--- src/rtl/gshare_resolve_predictor_if.sv ---
// Fetch-side lookup and EX-side resolve/update bundle for the gshare predictor.
// The CPU side drives the master modport and the predictor uses the slave modport.
interface gshare_resolve_predictor_if #(
  parameter int GHR_BITS = 5
);
  logic [31:0]         IF_pc;
  logic [31:0]         predicted_pc;
  logic                pred_taken;
  logic [GHR_BITS-1:0] pred_ghr;

  logic                update_valid;
  logic [31:0]         update_pc;
  logic                update_is_cond;
  logic                update_taken;
  logic [31:0]         update_target;
  logic [GHR_BITS-1:0] update_ghr;
  logic                update_mispredict;

  logic [31:0]         num_branches;
  logic [31:0]         num_mispredicts;

  modport master (
    output IF_pc, update_valid, update_pc, update_is_cond, update_taken,
           update_target, update_ghr, update_mispredict,
    input  predicted_pc, pred_taken, pred_ghr, num_branches, num_mispredicts
  );

  modport slave (
    input  IF_pc, update_valid, update_pc, update_is_cond, update_taken,
           update_target, update_ghr, update_mispredict,
    output predicted_pc, pred_taken, pred_ghr, num_branches, num_mispredicts
  );
endinterface

--- src/rtl/gshare_resolve_predictor.sv ---
// Gshare predictor with BTB: zero-latency lookup for fetch, training only
// through resolved outcomes from EX, plus branch/mispredict statistics.
module gshare_resolve_predictor #(
  parameter int GHR_BITS     = 5,
  parameter int BTB_IDX_BITS = 5
) (
  input logic                        clk,
  input logic                        reset,
  gshare_resolve_predictor_if.slave  bus
);
  localparam int PHT_SIZE = 1 << GHR_BITS;
  localparam int BTB_SIZE = 1 << BTB_IDX_BITS;
  localparam int TAG_BITS = 32 - BTB_IDX_BITS - 2;

  logic [1:0]          pht_reg  [PHT_SIZE];
  logic [1:0]          pht_next [PHT_SIZE];
  logic [GHR_BITS-1:0] ghr_reg;

  logic [BTB_SIZE-1:0] btb_valid_reg;
  logic [BTB_SIZE-1:0] btb_uncond_reg;
  logic [TAG_BITS-1:0] btb_tag_reg    [BTB_SIZE];
  logic [31:0]         btb_target_reg [BTB_SIZE];

  logic [31:0]         num_branches_reg;
  logic [31:0]         num_mispredicts_reg;

  // Lookup path: purely combinational from the registered state, no bypass.
  logic [BTB_IDX_BITS-1:0] lookup_btb_idx;
  logic [GHR_BITS-1:0]     lookup_pht_idx;
  logic                    lookup_hit;
  logic                    lookup_taken;

  assign lookup_btb_idx = bus.IF_pc[BTB_IDX_BITS+1:2];
  assign lookup_pht_idx = bus.IF_pc[GHR_BITS+1:2] ^ ghr_reg;
  assign lookup_hit     = btb_valid_reg[lookup_btb_idx]
                          && (btb_tag_reg[lookup_btb_idx] == bus.IF_pc[31:BTB_IDX_BITS+2]);
  assign lookup_taken   = lookup_hit
                          && (btb_uncond_reg[lookup_btb_idx] || pht_reg[lookup_pht_idx][1]);

  assign bus.pred_taken      = lookup_taken;
  assign bus.predicted_pc    = lookup_taken ? btb_target_reg[lookup_btb_idx]
                                            : bus.IF_pc + 32'd4;
  assign bus.pred_ghr        = ghr_reg;
  assign bus.num_branches    = num_branches_reg;
  assign bus.num_mispredicts = num_mispredicts_reg;

  // Training path: PHT index uses the history captured at fetch time.
  logic                    cond_update;
  logic                    btb_write;
  logic [GHR_BITS-1:0]     train_idx;
  logic [1:0]              train_old;
  logic [1:0]              train_new;
  logic [BTB_IDX_BITS-1:0] update_btb_idx;
  logic                    unused_pc_bits;

  assign cond_update    = bus.update_valid && bus.update_is_cond;
  assign btb_write      = bus.update_valid && (bus.update_taken || !bus.update_is_cond);
  assign train_idx      = bus.update_pc[GHR_BITS+1:2] ^ bus.update_ghr;
  assign train_old      = pht_reg[train_idx];
  assign update_btb_idx = bus.update_pc[BTB_IDX_BITS+1:2];
  assign unused_pc_bits = ^bus.update_pc[1:0];

  always_comb begin
    train_new = train_old;
    if (bus.update_taken) begin
      if (train_old != 2'b11) train_new = train_old + 2'd1;
    end else begin
      if (train_old != 2'b00) train_new = train_old - 2'd1;
    end
  end

  for (genvar gi = 0; gi < PHT_SIZE; gi++) begin : g_pht
    assign pht_next[gi] = (cond_update && train_idx == GHR_BITS'(gi)) ? train_new
                                                                     : pht_reg[gi];
  end

  always_ff @(posedge clk) begin
    if (reset) begin
      for (int i = 0; i < PHT_SIZE; i++) pht_reg[i] <= 2'b01;
      ghr_reg <= '0;
    end else begin
      for (int i = 0; i < PHT_SIZE; i++) pht_reg[i] <= pht_next[i];
      if (cond_update) ghr_reg <= {ghr_reg[GHR_BITS-2:0], bus.update_taken};
    end
  end

  // Only the valid bits need clearing; tag/target/uncond are qualified by valid.
  always_ff @(posedge clk) begin
    if (reset) begin
      btb_valid_reg <= '0;
    end else if (btb_write) begin
      btb_valid_reg[update_btb_idx] <= 1'b1;
    end
  end

  always_ff @(posedge clk) begin
    if (!reset && btb_write) begin
      btb_tag_reg[update_btb_idx]    <= bus.update_pc[31:BTB_IDX_BITS+2];
      btb_target_reg[update_btb_idx] <= bus.update_target;
      btb_uncond_reg[update_btb_idx] <= !bus.update_is_cond;
    end
  end

  always_ff @(posedge clk) begin
    if (reset) begin
      num_branches_reg    <= '0;
      num_mispredicts_reg <= '0;
    end else if (bus.update_valid) begin
      if (bus.update_is_cond && num_branches_reg != 32'hFFFF_FFFF)
        num_branches_reg <= num_branches_reg + 32'd1;
      if (bus.update_mispredict && num_mispredicts_reg != 32'hFFFF_FFFF)
        num_mispredicts_reg <= num_mispredicts_reg + 32'd1;
    end
  end
endmodule

--- src/flat_wrapper.sv ---
// flat-port wrapper written by rule: the top's interface ports become plain ports
module gshare_resolve_predictor_flat 
#(
  parameter int GHR_BITS     = 5,
  parameter int BTB_IDX_BITS = 5
)
  (clk, reset, bus_IF_pc, bus_update_valid, bus_update_pc, bus_update_is_cond, bus_update_taken, bus_update_target, bus_update_ghr, bus_update_mispredict, bus_predicted_pc, bus_pred_taken, bus_pred_ghr, bus_num_branches, bus_num_mispredicts);
  gshare_resolve_predictor_if #(.GHR_BITS(GHR_BITS)) bus_i ();
  input logic clk;
  input logic reset;
  input wire logic [$bits(bus_i.IF_pc)-1:0] bus_IF_pc;
  input wire logic [$bits(bus_i.update_valid)-1:0] bus_update_valid;
  input wire logic [$bits(bus_i.update_pc)-1:0] bus_update_pc;
  input wire logic [$bits(bus_i.update_is_cond)-1:0] bus_update_is_cond;
  input wire logic [$bits(bus_i.update_taken)-1:0] bus_update_taken;
  input wire logic [$bits(bus_i.update_target)-1:0] bus_update_target;
  input wire logic [$bits(bus_i.update_ghr)-1:0] bus_update_ghr;
  input wire logic [$bits(bus_i.update_mispredict)-1:0] bus_update_mispredict;
  output wire logic [$bits(bus_i.predicted_pc)-1:0] bus_predicted_pc;
  output wire logic [$bits(bus_i.pred_taken)-1:0] bus_pred_taken;
  output wire logic [$bits(bus_i.pred_ghr)-1:0] bus_pred_ghr;
  output wire logic [$bits(bus_i.num_branches)-1:0] bus_num_branches;
  output wire logic [$bits(bus_i.num_mispredicts)-1:0] bus_num_mispredicts;
  assign bus_i.IF_pc = bus_IF_pc;
  assign bus_i.update_valid = bus_update_valid;
  assign bus_i.update_pc = bus_update_pc;
  assign bus_i.update_is_cond = bus_update_is_cond;
  assign bus_i.update_taken = bus_update_taken;
  assign bus_i.update_target = bus_update_target;
  assign bus_i.update_ghr = bus_update_ghr;
  assign bus_i.update_mispredict = bus_update_mispredict;
  assign bus_predicted_pc = bus_i.predicted_pc;
  assign bus_pred_taken = bus_i.pred_taken;
  assign bus_pred_ghr = bus_i.pred_ghr;
  assign bus_num_branches = bus_i.num_branches;
  assign bus_num_mispredicts = bus_i.num_mispredicts;
  gshare_resolve_predictor #(.GHR_BITS(GHR_BITS), .BTB_IDX_BITS(BTB_IDX_BITS)) u_core (.clk(clk), .reset(reset), .bus(bus_i));
endmodule
--- config.mk ---
export PLATFORM = sky130hd
export DESIGN_NAME = gshare_resolve_predictor_flat
export DESIGN_NICKNAME = d
export VERILOG_FILES = /design/src/rtl/gshare_resolve_predictor_if.sv /design/src/rtl/gshare_resolve_predictor.sv /design/src/flat_wrapper.sv
export SDC_FILE = /design/constraint.sdc
export NUM_CORES = 2
export LEC_CHECK = 0
export ABC_AREA = 1
export CAP_MARGIN = 10
export CORE_MARGIN = 2
export CORE_UTILIZATION = 30
export DETAILED_ROUTE_END_ITERATION = 6
export PLACE_DENSITY = 0.57
export REMOVE_ABC_BUFFERS = 1
export SKIP_LAST_GASP = 1
export SLEW_MARGIN = 10
export SYNTH_ARGS = -nofsm -noshare
export SYNTH_HDL_FRONTEND = slang
export SYNTH_SLANG_ARGS = --single-unit
--- constraint.sdc ---
create_clock -name clk -period 6.91 [get_ports clk]
set_input_delay 1.382 -clock clk [delete_from_list [all_inputs] [get_ports clk]]
set_output_delay 1.382 -clock clk [all_outputs]
set_load 0.005 [all_outputs]
==> Yosys cells after proc, flatten, opt, wreduce, memory -nomap -nowiden <==
Memory sizes are Yosys's and may differ from the RTL's.
Cells that the tools add are included.
Widths: inputs -> output; s select.
{ "word_totals": {"output_inout_bits": 102, "reg_bits": 133, "inputBits": 107, "word_cells": 278, "mem_count": 3, "mem_bits_rw": 1888} }
{ "mem_list": {"columns": ["name", "words", "width", "rd", "rd_clocked_by_memory_dff", "wr", "line_no", "rtl"], "rows": [
  ["u_core.btb_target_reg", 32, 32, 1, 0, 1, "gshare_resolve_predictor.sv:22", "logic [31:0] btb_target_reg [BTB_SIZE];"],
  ["u_core.btb_tag_reg", 32, 25, 1, 0, 1, "gshare_resolve_predictor.sv:21", "logic [TAG_BITS-1:0] btb_tag_reg [BTB_SIZE];"],
  ["u_core.pht_reg", 32, 2, 2, 0, 32, "gshare_resolve_predictor.sv:15", "logic [1:0] pht_reg [PHT_SIZE];"]
]} }
{ "classes": {"eq_ne": 67, "magnitude_cmp": 3, "reduce_logical": 80, "n_mux": 80, "bitwise": 35, "addsub": 5} }
{ "op_table": {"columns": ["op", "count"], "rows": [
  ["$mux 2", 67],
  ["$eq 5x5->1 const B", 16],
  ["$reduce_and 2->1", 34],
  ["$add 32x1->32 const B", 2],
  ["$ne 32x32->1 const B", 2],
  ["$eq 5x4->1 const B", 8],
  ["$logic_and 1x1->1", 40],
  ["$add 32x3->32 const B", 1],
  ["$bwmux 32", 1],
  ["$mux 32", 1],
  ["$ne 1x1->1 const B", 32],
  ["$or 1x1->1", 32],
  ["$or 32x32->32", 1],
  ["$eq 25x25->1", 1],
  ["$eq 5x3->1 const B", 4],
  ["$lt 5x6->1 const B", 2],
  ["$bmux 1 s5", 2],
  ["$eq 5x2->1 const B", 2],
  ["$xor 5x5->5", 2],
  ["$mux 1", 8],
  ["$demux 1 s5", 1],
  ["$eq 5x1->1 const B", 1],
  ["$ge 5x1->1 const B", 1],
  ["$logic_not 5->1", 1],
  ["6 further kinds", 8]
]} }

==> Depth between registers and ports, before layout <==
An unclocked memory read counts as a cell.
{ "logic_depth": {"depth_word": 7, "ltp_mapped": 23, "mapped_depth_nobuf": 19} }

==> Least setup slack after synthesis <==
OpenSTA, ideal clock, no wires.
{ "synth_path": {"path_type": "input port to flip-flop", "startpoint": "input port reset", "endpoint": "memory u_core.btb_tag_reg[13][0] (netlist name), enable pin", "t_required_ns": 6.436, "slack_ns": 1.650, "t_arrival_ns": 4.786, "cell_stages": 7, "path_buffers": 2, "path_cell_list": "clkbuf_1 -> inv_1 -> nand2_1 -> a21oi_1 -> nand3_1 -> clkbuf_1 -> nor2_1"} }
{ "synth_between": {"elab_chain_len": 4} }
{ "synth_rtl": {"columns": ["element", "line_no", "rtl"], "rows": [
  ["start: declaration", "flat_wrapper.sv:10", "input logic reset;"],
  ["$logic_not 1->1", "gshare_resolve_predictor.sv:97", "if (!reset && btb_write) begin"],
  ["$logic_and 1x1->1", "gshare_resolve_predictor.sv:97", null],
  ["$mux 1", "gshare_resolve_predictor.sv:97", null],
  ["$mux 1 (implied by the code)", "gshare_resolve_predictor.sv:98", "btb_tag_reg[update_btb_idx] <= bus.update_pc[31:BTB_IDX_BITS+2];"],
  ["end: declaration", "gshare_resolve_predictor.sv:21", null]
]} }
No other way between the ends.

==> Worst setup path in the final report <==
{ "layout_path": {"startpoint": "input port bus_IF_pc[5]", "endpoint": "output port bus_predicted_pc[7]"} }
{ "layout_between": {"elab_chain_len": 5, "word_cells_on_any_way": 14} }
{ "layout_rtl": {"columns": ["element", "line_no", "rtl"], "rows": [
  ["start: declaration", "flat_wrapper.sv:11", "input wire logic [$bits(bus_i.IF_pc)-1:0] bus_IF_pc;"],
  ["$mem_v2 32x25 (tied with other cells)", null, null],
  ["$eq 25x25->1 (tied with other cells)", "gshare_resolve_predictor.sv:36", "&& (btb_tag_reg[lookup_btb_idx] == bus.IF_pc[31:BTB_IDX_BITS+2]);"],
  ["$logic_and 1x1->1 / $logic_or 1x1->1 (equally long branches)", "gshare_resolve_predictor.sv:36, gshare_resolve_predictor.sv:38", null],
  ["$logic_and 1x1->1", "gshare_resolve_predictor.sv:38", "&& (btb_uncond_reg[lookup_btb_idx] || pht_reg[lookup_pht_idx][1]);"],
  ["$mux 32 (*)", "gshare_resolve_predictor.sv:41", "assign bus.predicted_pc = lookup_taken ? btb_target_reg[lookup_btb_idx]"],
  ["end: declaration", "flat_wrapper.sv:19", "output wire logic [$bits(bus_i.predicted_pc)-1:0] bus_predicted_pc;"]
]} }
Every way passes the cells marked *; elsewhere a longest branch is shown, timed or not. The select of a mux whose other input is x is not followed.

==> metrics.cfg <==
[status]
status=finished, final reports clean

[worst_setup_path]
start_kind=primary input
critPathCaptureType=primary output
cp_data_required_time_ps=5530
critPathArrivalTime_ps=5300
reg2reg_to=u_core.bus.num_branches[18]$_SDFFE_PP0P_
crit_end=bus_predicted_pc[7]
critical_path.max_fanout=22
timing.reg2reg.setup_slack_ps=3810
rr_startpoint=u_core.bus.num_branches[12]$_SDFFE_PP0P_
reg2regPathDepth=12
criticalPathCategory=in -> out
startpoint=bus_IF_pc[5]

[clock_network]
root_buffer=clkbuf_16
clock_sinks=2021
cts_tree=done
cts.hold.buffers_added=0
htreeDepth=4
numCtsBuffers=206
clk_latency_ps=810
cts_resized=0
path_clk_slew_ps=60
clockBufferDepth=4
cts_setup_buffers=0

[floorplanning]
initial_core_util_pct=30.1
num_rows=193
ioPinCount=209
core_um2=276000
die_h_um=531
die_area_um2=282000
dieWidth_um=531

[synthesis]
synth_area_leaders=edfxtp_1, nand2_1, nor2_1, o21ai_0, nand3_1
ys_seq_area_share_pct=71.7
netlist_instances=7273
syn_area_per_cell_um2=11.4
ys.warnings.count=0
syn_area_um2=83300
yosysTopAreaCell=edfxtp_1
synth_seq_cells=2021
synth_top_area_share_pct=69.2
ys_types=45

[placed_design]
pre_cts_ws_ps=248
dpl.cell_count=10900
port_buffers=206
place_hpwl_mm=144
dpl-instance-area_um2=90600
gp_congestion=0.928

[min_path]
min_path_type=reg -> reg
hp-start=u_core.btb_valid_reg[0]$_SDFFE_PP0P_

[route]
wl_mm=267
wl_per_cell_um=23.6
firstDrtPassIters=6
vias_per_cell=5.15
via_count=58300
drtIter0Drc=6887
ant_nets=0
route.detailed.drc=0

[pwr]
total_leakage_power_nw=32.4
swShare_pct=22.7
powerDensity_nw_per_um2=270
comb_power_share_pct=6.7
p_clk_share_pct=41.5
seqPwrFrac_pct=51.8
ir_drop_v=0.000221
p_sw_mw=5.95
intPower_mw=20.2

[flow_run]
maxCapViolCount=0

[sta]
maxSlewHeadroom_pct=17.5
fmaxAchievable_ghz=0.150
finClkSkew_ps=35.7
finalHoldViolations=0
grt_setup_unrepaired=no
worst_slew_pin_slew_ps=1230
holdWs_ps=457
drv_slew=0
period_share_pct=96.6
finalCriticalPeriod_ps=6680
finalSetupViolCount=0
fin_ws_ps=233

[global_route]
antenna_found_initial=41
grt_max_degree=211
track_usage_pct=18.3
grt_overflow=0
grt_first_pass_wirelength_mm=380
grt_pass1_vias=54300

[final_layout]
fin_nets=7546
largest_register_ffs=1024
utilization_pct=35.1
area.growth.synth_to_final_pct=16.5
final_common_cell=edfxtp_1
final_cells=11300
design_area_um2=97000
mostFrequentLayoutCells=edfxtp_1, nand2_1, nor2_1
drive_gt1_share_pct=6.91

## worst max-delay path, stage by stage
cell and delay, ps:
clkdlybuf4s50_1 460, buf_4 240, nand2_1 170, inv_6 250, buf_12 250, nand3_1 110
nand2_1 70, nor2_1 50, nand2_1 180, nand3_1 100, nand2_1 160, nand2_1 110
nor2_1 100, nand2_1 80, nor2_2 210, nand2_4 120, buf_4 220, buf_4 160
o21ai_1 110, buf_4 180, clkdlybuf4s50_1 530
## through the flow
| stage | setup TNS [ps] | power [mW] |
|---|---|---|
| finish | 0 | 26.2 |
| global route | 0 | 26.9 |
| CTS | 0 | 26.3 |
| detailed placement | 0 | 15.5 |
| global placement | 0 | 15.5 |
| floorplan | -154800 | 14.6 |
## layout make-up
cell class,count,area (um^2)
timing repair buffer,389,4190
fill,26900,179000
tap,3705,4640
antenna,9,22.5
multi-input combinational,4496,20800
clock inverter,104,932
inverter,322,1240
sequential,2021,59700
clock buffer,261,5510
## logic make-up (layout without fill, tap and decap cells)
family	count (synthesis)	after routing	share of synthesized area (%)
AO/OA/AOI/OAI	1356	1356	9.07
XOR/XNOR	51	51	0.546
flip-flops	2021	2021	71.7
other	0	9	0
AND/OR/NAND/NOR	3086	3086	15.0
buffers and inverters	756	1076	3.62
adder cells (fa/ha/maj)	3	3	0.0451
## synth_stat cells, drive strengths merged
master	instances
a22oi	6
xnor2	16
o41ai	1
nand4	33
o21ai	843
a21boi	1
o22ai	243
nand2	1248
nand3	527
a221oi	1
nor4	21
clkinv	3
inv	319
buf	158
clkbuf	276
and3	5
a31oi	42
nor2	1195
o211ai	29
a21oi	119
a221o	36
o221ai	30
a21o	2
a311oi	1
dfxtp	101
ha	3
xor2	35
o21a	2
nor4b	2
nor3	52
nor3b	3
edfxtp	1920
## metal layers
metal,vias up,track usage [%],wire length (um)
met1,28900,25.3,112000
met4,32,6.10,9400
met5,-,0,216
li1,26200,-,-
met2,2629,29.2,122000
met3,518,3.16,22900
## how the worst min path moves through the flow
stage	cells after the start	slack, ps	to
CTS	2	460	u_core.btb_valid_reg[0]$_SDFFE_PP0P_
global route	2	500	u_core.btb_valid_reg[12]$_SDFFE_PP0P_
global placement	2	430	u_core.btb_valid_reg[26]$_SDFFE_PP0P_
floorplan	2	420	u_core.btb_valid_reg[0]$_SDFFE_PP0P_
detailed placement	2	440	u_core.btb_valid_reg[0]$_SDFFE_PP0P_
finish	2	460	u_core.btb_valid_reg[0]$_SDFFE_PP0P_
## power by group through the flow
stage | Clock (mW) | Combinational (mW) | Sequential, mW
6_report | 10.9 | 1.75 | 13.5
5_1_grt | 11.5 | 1.91 | 13.5
4_1_cts | 11.0 | 1.74 | 13.5
3_5_place_dp | 0 | 1.74 | 13.8
3_3_place_gp | 0 | 1.72 | 13.8
2_1_floorplan | 0 | 0.846 | 13.8
Note: power is estimated with default switching activity, not from simulation.
